$ cat src/rtl/arbiter_grant_ctrl.sv
// Sequential wrapper around the 3-request arbiter next-state logic: request
// synchroniser, Q1/Q0 state register, grant tenure control and grant decode.
module arbiter_grant_ctrl #(
    parameter int SYNC_STAGES = 2,
    parameter int HOLD_W      = 8,
    parameter int MAX_HOLD    = 200
) (
    input  logic CLK,
    input  logic RST,
    input  logic REQ2,
    input  logic REQ1,
    input  logic REQ0,
    input  logic Qp1,
    input  logic Qp0,
    input  logic DONE,
    output logic X2,
    output logic X1,
    output logic X0,
    output logic Q1,
    output logic Q0,
    output logic GNT2,
    output logic GNT1,
    output logic GNT0,
    output logic BUSY,
    output logic TIMEOUT
);

    typedef enum logic [1:0] {
        ST_IDLE    = 2'b00,
        ST_HOLD    = 2'b01,
        ST_RELEASE = 2'b10
    } state_t;

    localparam bit                TIMEOUT_EN = (MAX_HOLD != 0);
    localparam logic [HOLD_W-1:0] HOLD_LAST  = HOLD_W'(MAX_HOLD - 1);

    logic [SYNC_STAGES-1:0][2:0] sync_q, sync_d;
    state_t                      state_q, state_d;
    logic [1:0]                  q_q, q_d;
    logic [HOLD_W-1:0]           cnt_q, cnt_d;
    logic                        timeout_q, timeout_d;
    logic [2:0]                  x;
    logic                        granted_req;

    always_comb begin
        sync_d[0] = {REQ2, REQ1, REQ0};
        for (int i = 1; i < SYNC_STAGES; i++) begin
            sync_d[i] = sync_q[i-1];
        end
    end

    assign x = sync_q[SYNC_STAGES-1];

    // Synchronised request of whichever master currently owns the grant.
    always_comb begin
        granted_req = 1'b0;
        case (q_q)
            2'b01:   granted_req = x[2];
            2'b10:   granted_req = x[1];
            2'b11:   granted_req = x[0];
            default: granted_req = 1'b0;
        endcase
    end

    always_comb begin
        state_d   = state_q;
        q_d       = q_q;
        cnt_d     = cnt_q;
        timeout_d = 1'b0;
        case (state_q)
            ST_IDLE: begin
                if ({Qp1, Qp0} != 2'b00) begin
                    q_d     = {Qp1, Qp0};
                    cnt_d   = '0;
                    state_d = ST_HOLD;
                end
            end
            ST_HOLD: begin
                if (cnt_q != '1) begin
                    cnt_d = cnt_q + 1'b1;
                end
                // DONE outranks withdrawal, which outranks the hold timeout.
                if (DONE) begin
                    q_d     = 2'b00;
                    state_d = ST_RELEASE;
                end else if (!granted_req) begin
                    q_d     = 2'b00;
                    state_d = ST_RELEASE;
                end else if (TIMEOUT_EN && (cnt_q == HOLD_LAST)) begin
                    q_d       = 2'b00;
                    timeout_d = 1'b1;
                    state_d   = ST_RELEASE;
                end
            end
            ST_RELEASE: begin
                state_d = ST_IDLE;
            end
            default: begin
                q_d     = 2'b00;
                state_d = ST_IDLE;
            end
        endcase
    end

    always_ff @(posedge CLK) begin
        if (RST) begin
            sync_q    <= '0;
            state_q   <= ST_IDLE;
            q_q       <= 2'b00;
            cnt_q     <= '0;
            timeout_q <= 1'b0;
        end else begin
            sync_q    <= sync_d;
            state_q   <= state_d;
            q_q       <= q_d;
            cnt_q     <= cnt_d;
            timeout_q <= timeout_d;
        end
    end

    assign {X2, X1, X0} = x;
    assign {Q1, Q0}     = q_q;
    assign GNT2         = (state_q == ST_HOLD) && (q_q == 2'b01);
    assign GNT1         = (state_q == ST_HOLD) && (q_q == 2'b10);
    assign GNT0         = (state_q == ST_HOLD) && (q_q == 2'b11);
    assign BUSY         = (state_q == ST_HOLD) || (state_q == ST_RELEASE);
    assign TIMEOUT      = timeout_q;

endmodule

$ cat config.mk
export PLATFORM = sky130hd
export DESIGN_NAME = arbiter_grant_ctrl
export DESIGN_NICKNAME = d
export VERILOG_FILES = /design/src/rtl/arbiter_grant_ctrl.sv
export SDC_FILE = /design/constraint.sdc
export NUM_CORES = 1
export LEC_CHECK = 0
export ABC_CLOCK_PERIOD_IN_PS = 2800
export CORE_ASPECT_RATIO = 1.1
export CORE_UTILIZATION = 41
export CTS_CLUSTER_DIAMETER = 60
export DETAILED_ROUTE_END_ITERATION = 10
export PLACE_DENSITY = 0.63
export REMOVE_ABC_BUFFERS = 1
export SYNTH_ARGS = -nofsm -noshare
export SYNTH_HDL_FRONTEND = slang
export SYNTH_SLANG_ARGS = --single-unit
$ cat constraint.sdc
create_clock -name CLK -period 2.8 [get_ports CLK]
set_input_delay 0.56 -clock CLK [delete_from_list [all_inputs] [get_ports CLK]]
set_output_delay 0.56 -clock CLK [all_outputs]
set_load 0.01 [all_outputs]
Word-level counts from Yosys, hierarchy flattened
Cells that the tools add are included.
{ "word_totals": {"regBits": 19, "latchBits": 0, "mem_bits_rw": 0, "romBits": 0, "in_bits": 8, "out_inout_bits": 10, "word_cells": 46, "mem_count": 0} }
{ "op_classes": {"add_sub_neg": 1, "multipliers": 0, "div": 0, "magnitude_cmp": 0, "eq_ne": 10, "shifts": 0, "mux": 15, "bitwise": 3, "reduce_logical": 11} }
{ "ops": {"columns": ["cell", "n"], "rows": [
  ["2-bit 2-to-1 mux", 8],
  ["8-bit 2-to-1 mux", 2],
  ["8-bit one-hot mux with 2 select lines", 1],
  ["8-bit by 1-bit adder with 8-bit output (second input constant)", 1],
  ["8-bit equality test (second input constant)", 1],
  ["8-bit != test (second input constant)", 1],
  ["2-bit equality test (second input constant)", 3],
  ["2-bit one-hot mux with 3 select lines", 1],
  ["3-bit AND reduction", 2],
  ["2-bit by 1-bit equality test with 1-bit output (second input constant)", 2],
  ["2-bit != test (second input constant)", 2],
  ["4-bit != test (second input constant)", 1],
  ["2-bit one-hot mux with 2 select lines", 1],
  ["2-bit nonzero test", 2],
  ["4-bit OR reduction", 1],
  ["1-bit logical AND", 3],
  ["1-bit inverter", 3],
  ["1-bit one-hot mux with 3 select lines", 1],
  ["2-bit logical NOT", 1],
  ["2-bit AND reduction", 1],
  ["1-bit logical OR", 1],
  ["1-bit 2-to-1 mux", 1]
]} }

Longest topological paths before layout
{ "logic_depth": {"word_depth": 5, "mapped_depth": 7, "ltp_nobuf": 6} }

Worst setup path after synthesis
No wires, ideal clock.
{ "synth_timing": {"kind": "register to register", "from": "register cnt_q[0]", "to": "register cnt_q[7]", "setup_ns": 0.072, "arrival_ns": 1.555, "required_ns": 2.728, "slack_ns": 1.173, "stages_incl_launch_ff": 7, "n_path_buf": 1, "synth_period_minus_slack_ns": 1.627, "path_cell_list": "dfxtp_1 -> ha_1 -> and4_4 -> a31o_4 -> buf_6 -> nor4b_2 -> mux2i_1"} }
{ "synth_via": {"elab_chain_len": 3, "word_cells_on_any_way": 6, "cone_classes": "add/sub (1); eq/ne (2); mux (2); reduce/logical (1)"} }
{ "synth_lines": {"columns": ["element", "line", "source"], "rows": [
  ["start: declaration", "40", "logic [HOLD_W-1:0] cnt_q, cnt_d;"],
  ["start signal: assignment", "116", "cnt_q <= cnt_d;"],
  ["8-bit by 1-bit adder with 8-bit output / 8-bit != test (equally long branches)", "80, 79", null],
  ["8-bit 2-to-1 mux / 2-bit != test (equally long branches)", null, null],
  ["8-bit one-hot mux with 2 select lines / 3-bit AND reduction (equally long branches)", null, null]
]} }
Parallel ways exist; a longest one is shown, timed or not. The select of a mux whose other input is x is not followed.
A chain may end at the register's enable or synchronous reset.

Worst setup path in the final report
{ "layout_timing": {"from": "register state_q[1]", "to": "output port GNT2"} }
{ "layout_via": {"elab_chain_len": 2} }
{ "layout_lines": {"columns": ["element", "line", "source"], "rows": [
  ["start: declaration", "38", "state_t state_q, state_d;"],
  ["start signal: assignment", "114", "state_q <= state_d;"],
  ["2-bit by 1-bit equality test with 1-bit output", "123", "assign GNT2 = (state_q == ST_HOLD) && (q_q == 2'b01);"],
  ["1-bit logical AND", "123", null],
  ["end: declaration", "21", "output logic GNT2,"]
]} }
No other way between the ends.

==> metrics.sh <==
PATH_CLASS='register to output port'
SETUP_TNS_NS=0
DRIVE_ABOVE_1_SHARE_PCT=12.4
CTS_ROOT_BUFFER='sky130_fd_sc_hd__clkbuf_4'
DIE_Y_UM=53.6
FLOORPLAN.IO_PINS=18
COMBINATIONAL_FAMILY_WITH_THE_MOST_AREA_AFTER_SYNTHESIS='simple AND/OR/NAND/NOR gates'
MAX_CAP_VIOL_COUNT=0
GRT.OVERFLOW.TOTAL=0
SYNTH_AREA_LEADER_CELL='sky130_fd_sc_hd__dfxtp_1'
PLACEABLECOREAREA_MM2=0.00227
INSERTION_DELAY_NS=0.29
MAXSLEWHEADROOM_PCT=75.4
CLK_PIN_SLEW_WORST_PATHS_NS=0.11
MAX-CLOCK-PATH-BUFFERS=2
MAXSLEWVIOLCOUNT=0
GRT_MAX_DEGREE=16
SYNTHTOPCELLSBYCOUNT='sky130_fd_sc_hd__dfxtp_1, sky130_fd_sc_hd__nand2b_1, sky130_fd_sc_hd__mux2i_1'
POST_SYNTH_XOR_AREA_FRACTION_PCT=0
FP.DIEW_UM=48.9
STATUS='complete, no violations'
PRE_CTS_WS_NS=0.627
WORST_SLEW_PIN_SLEW_NS=0.368
SYNTH_COMPOUND_GATE_AREA_SHARE_PCT=13.9
CRITICAL_PATH_CAPTURE_POINT_TYPE='output port'
FILLERS=220
SYNTH-ADDER-AREA-SHARE_PCT=6.31
P_PER_AREA_mW_PER_MM2=493
POST-ROUTE-DRC-COUNT=0
FP.DIEAREA_MM2=0.00262
DRT_PASS1_ITERATIONS=4
ROWS=18
FINALWEIGHTEDCONGESTION=0.787
TIMING.CRITICAL_PATH.REQUIRED_NS=2.24
REPORT.FINAL.HOLD_VIOL_COUNT=0
STARTING_DENSITY_OF_THE_CORE_PCT=43.6
AREA_SHARE_OF_THE_LARGEST_CELL_TYPE_AFTER_SYNTHESIS_PCT=38.3
POSTSYNTHAREAPERCELL_UM2=9.82
CTS.SINK_COUNT=19
POST_SYNTHESIS_CELL_COUNT=101
SETUP_SLACK_NS=0.378
SYNTHMUXAREASHARE_PCT=7.06
SYNTH_SEQUENTIAL_AREA_RATIO_PCT=38.3
SYNTHESIS.AREA_UM2=992
DIODES=0
MOST_USED_FLIP_FLOP_CELL_AFTER_SYNTHESIS='sky130_fd_sc_hd__dfxtp_1'
SYNTH-SIMPLE-AREA-SHARE_PCT=30.1
INITIALDRTVIOLATIONCOUNT=4
DETAILED_PLACE_HPWL_UM=1430
GRT_PASS1_VIAS=719
TIMING.CRITICAL_PATH.ARRIVAL_NS=1.86
PLACEMENT.IO_BUFFERS=17
SYNTH-SEQ-CELLS=19
CTS_MADE_BUFFERS=3
FINAL.SETUP_SKEW_NS=0.00720
H-TREE-DEPTH=1
CRITPATHLAUNCHTYPE='register'
FINISH.CELL_COUNT_WITHOUT_FILLERS=151
ANTENNA_FOUND_INITIAL=0
BIGGEST_AREA_CONTRIBUTORS_IN_THE_SYNTHESIZED_NETLIST='sky130_fd_sc_hd__dfxtp_1, sky130_fd_sc_hd__mux2i_1, sky130_fd_sc_hd__ha_1'
NUM_VIAS=780
ANTENNA_VIOLATING_NETS_POST_ROUTE=0
ROUTED_WIRELENGTH_UM=1890
YOSYS.CELL_COUNT.TOP_TYPE='sky130_fd_sc_hd__dfxtp_1'
CTS.HOLD.BUFFERS_ADDED=0
POST-ROUTE-MIN-PERIOD_NS=2.42
POSTCTSSETUPREPAIRBUFS=0
FINALCRITPERIODSHARE_PCT=86.5
POWER_LEAKAGE_nW=0.439
REPORT.FINAL.SETUP_VIOL=0
VIA_PER_INST=5.17
SYNTH-EDFF-COUNT=0
POSTCTSRESIZEDCELLS=0
DETAIL_ROUTE.WL_PER_CELL_UM=12.5
WORSTHOLDPATHTYPE='register to register'
NUMPLACEDINSTANCES=147
NNETSFINAL=135
SYN2LAYOUT_AREA_GROWTH_PCT=23.1
GRT_PASS1_WL_UM=3150
MAXCLOCKFREQUENCY_GHz=0.413
IR_DROP_uV=376
CRITICAL_PATH.MAX_FANOUT=8
RSZ0062_AT_GRT='false'
TRACK_USAGE_PCT=16.2
SYNTHDISTINCTLIBCELLS=38
SYNTH-WARNING-COUNT=0
YS_ASYNC_SR_FRACTION_PCT=0
TRITONCTS='done'
-- cell usage in the layout, fill, tap and decap left out, types with 2 or more instances in the layout --
cell                              Yosys  routed
sky130_fd_sc_hd__mux2i_1              7       7
sky130_fd_sc_hd__o31ai_1              3       3
sky130_fd_sc_hd__inv_1                5       5
sky130_fd_sc_hd__nand2b_1             8       8
sky130_fd_sc_hd__dfxtp_1             19      19
sky130_fd_sc_hd__nand3b_1             3       3
sky130_fd_sc_hd__nand3_1              3       3
sky130_fd_sc_hd__o21ai_1              2       2
sky130_fd_sc_hd__nand2_1              5       5
sky130_fd_sc_hd__nor2_1               2       2
sky130_fd_sc_hd__clkdlybuf4s50_1      0      17
sky130_fd_sc_hd__ha_1                 5       5
sky130_fd_sc_hd__or4_1                3       3
sky130_fd_sc_hd__buf_4                0       2
sky130_fd_sc_hd__clkbuf_4             0       3
sky130_fd_sc_hd__a21oi_1              6       6
sky130_fd_sc_hd__nor2b_1              6       6
-- metrics by stage --
stage / total power [mW] / hold slack (ns) / util [%] / area, um2
after floorplan: 0.409 / 0.414 / - / 972
after global placement: 0.467 / 0.419 / 52.5 / 1190
after detailed placement: 0.471 / 0.427 / 52.5 / 1190
after CTS: 0.609 / 0.453 / 53.7 / 1220
after global routing: 0.637 / 0.470 / 53.7 / 1220
final: 0.602 / 0.447 / 53.7 / 1220
-- worst max-delay path, cell delays in order (launching register included) --
cell                              delay, ns
sky130_fd_sc_hd__dfxtp_1               0.34
sky130_fd_sc_hd__inv_1                 0.10
sky130_fd_sc_hd__ha_1                  0.33
sky130_fd_sc_hd__nand2_1               0.13
sky130_fd_sc_hd__nor2_1                0.11
sky130_fd_sc_hd__clkdlybuf4s50_1       0.55
-- path summary, 6_finish.rpt --
| check | cells past startpoint | start | to | slack (ns) |
|---|---|---|---|---|
| worst max-delay path | 5 | state_q[1] | GNT2 | 0.38 |
| worst min-delay path | 1 | sync_d[5] | x[2] | 0.45 |
| worst max register to register | 6 | state_q[1] | cnt_q[3] | 0.92 |
| worst min register to register | 1 | sync_d[5] | x[2] | 0.45 |
-- per-layer routing --
metal	global-route usage [%]	up-vias	wire length (um)	share of wire [%]
li1	-	406	-	-
met1	18.6	365	891	47
met2	29.2	7	941	50
met3	3.67	2	43	2.3
met4	7.35	0	13	0.69
met5	0	-	0	0
-- where the power goes --
part	leakage, nW	total (mW)	switching [mW]	internal, mW
Combinational	0.269	0.161	0.0834	0.0781
Clock	0.0150	0.138	0.0829	0.0554
Sequential	0.155	0.303	0.0157	0.287
Total	0.439	0.602	0.182	0.420
-- area by class of cell --
type / instances / area (um2) / share of cell area [%]
inverter: 6 / 22.5 / 1.84
timing repair buffer: 19 / 185 / 15.2
sequential: 19 / 380 / 31.1
multi-input combinational: 73 / 569 / 46.6
clock buffer: 4 / 26.3 / 2.15
tap: 30 / 37.5 / 3.07
-- cell families (layout without fill, tap and decap cells) --
| group | count (synthesis) | after routing |
|---|---|---|
| adders and majority gates | 5 | 5 |
| buffers and inverters | 9 | 29 |
| AOI/OAI and AO/OA | 17 | 17 |
| and+or+nand+nor | 44 | 44 |
| DFF | 19 | 19 |
| muxes | 7 | 7 |
-- registers in the layout (all words and copies together) (netlist names) --
| signal | cells |
|---|---|
| cnt_q | 8 |
| sync_d | 3 |
| x | 3 |
| q_q | 2 |
| state_q | 2 |
| TIMEOUT | 1 |
No activity file was read; power rests on OpenSTA's default activity.
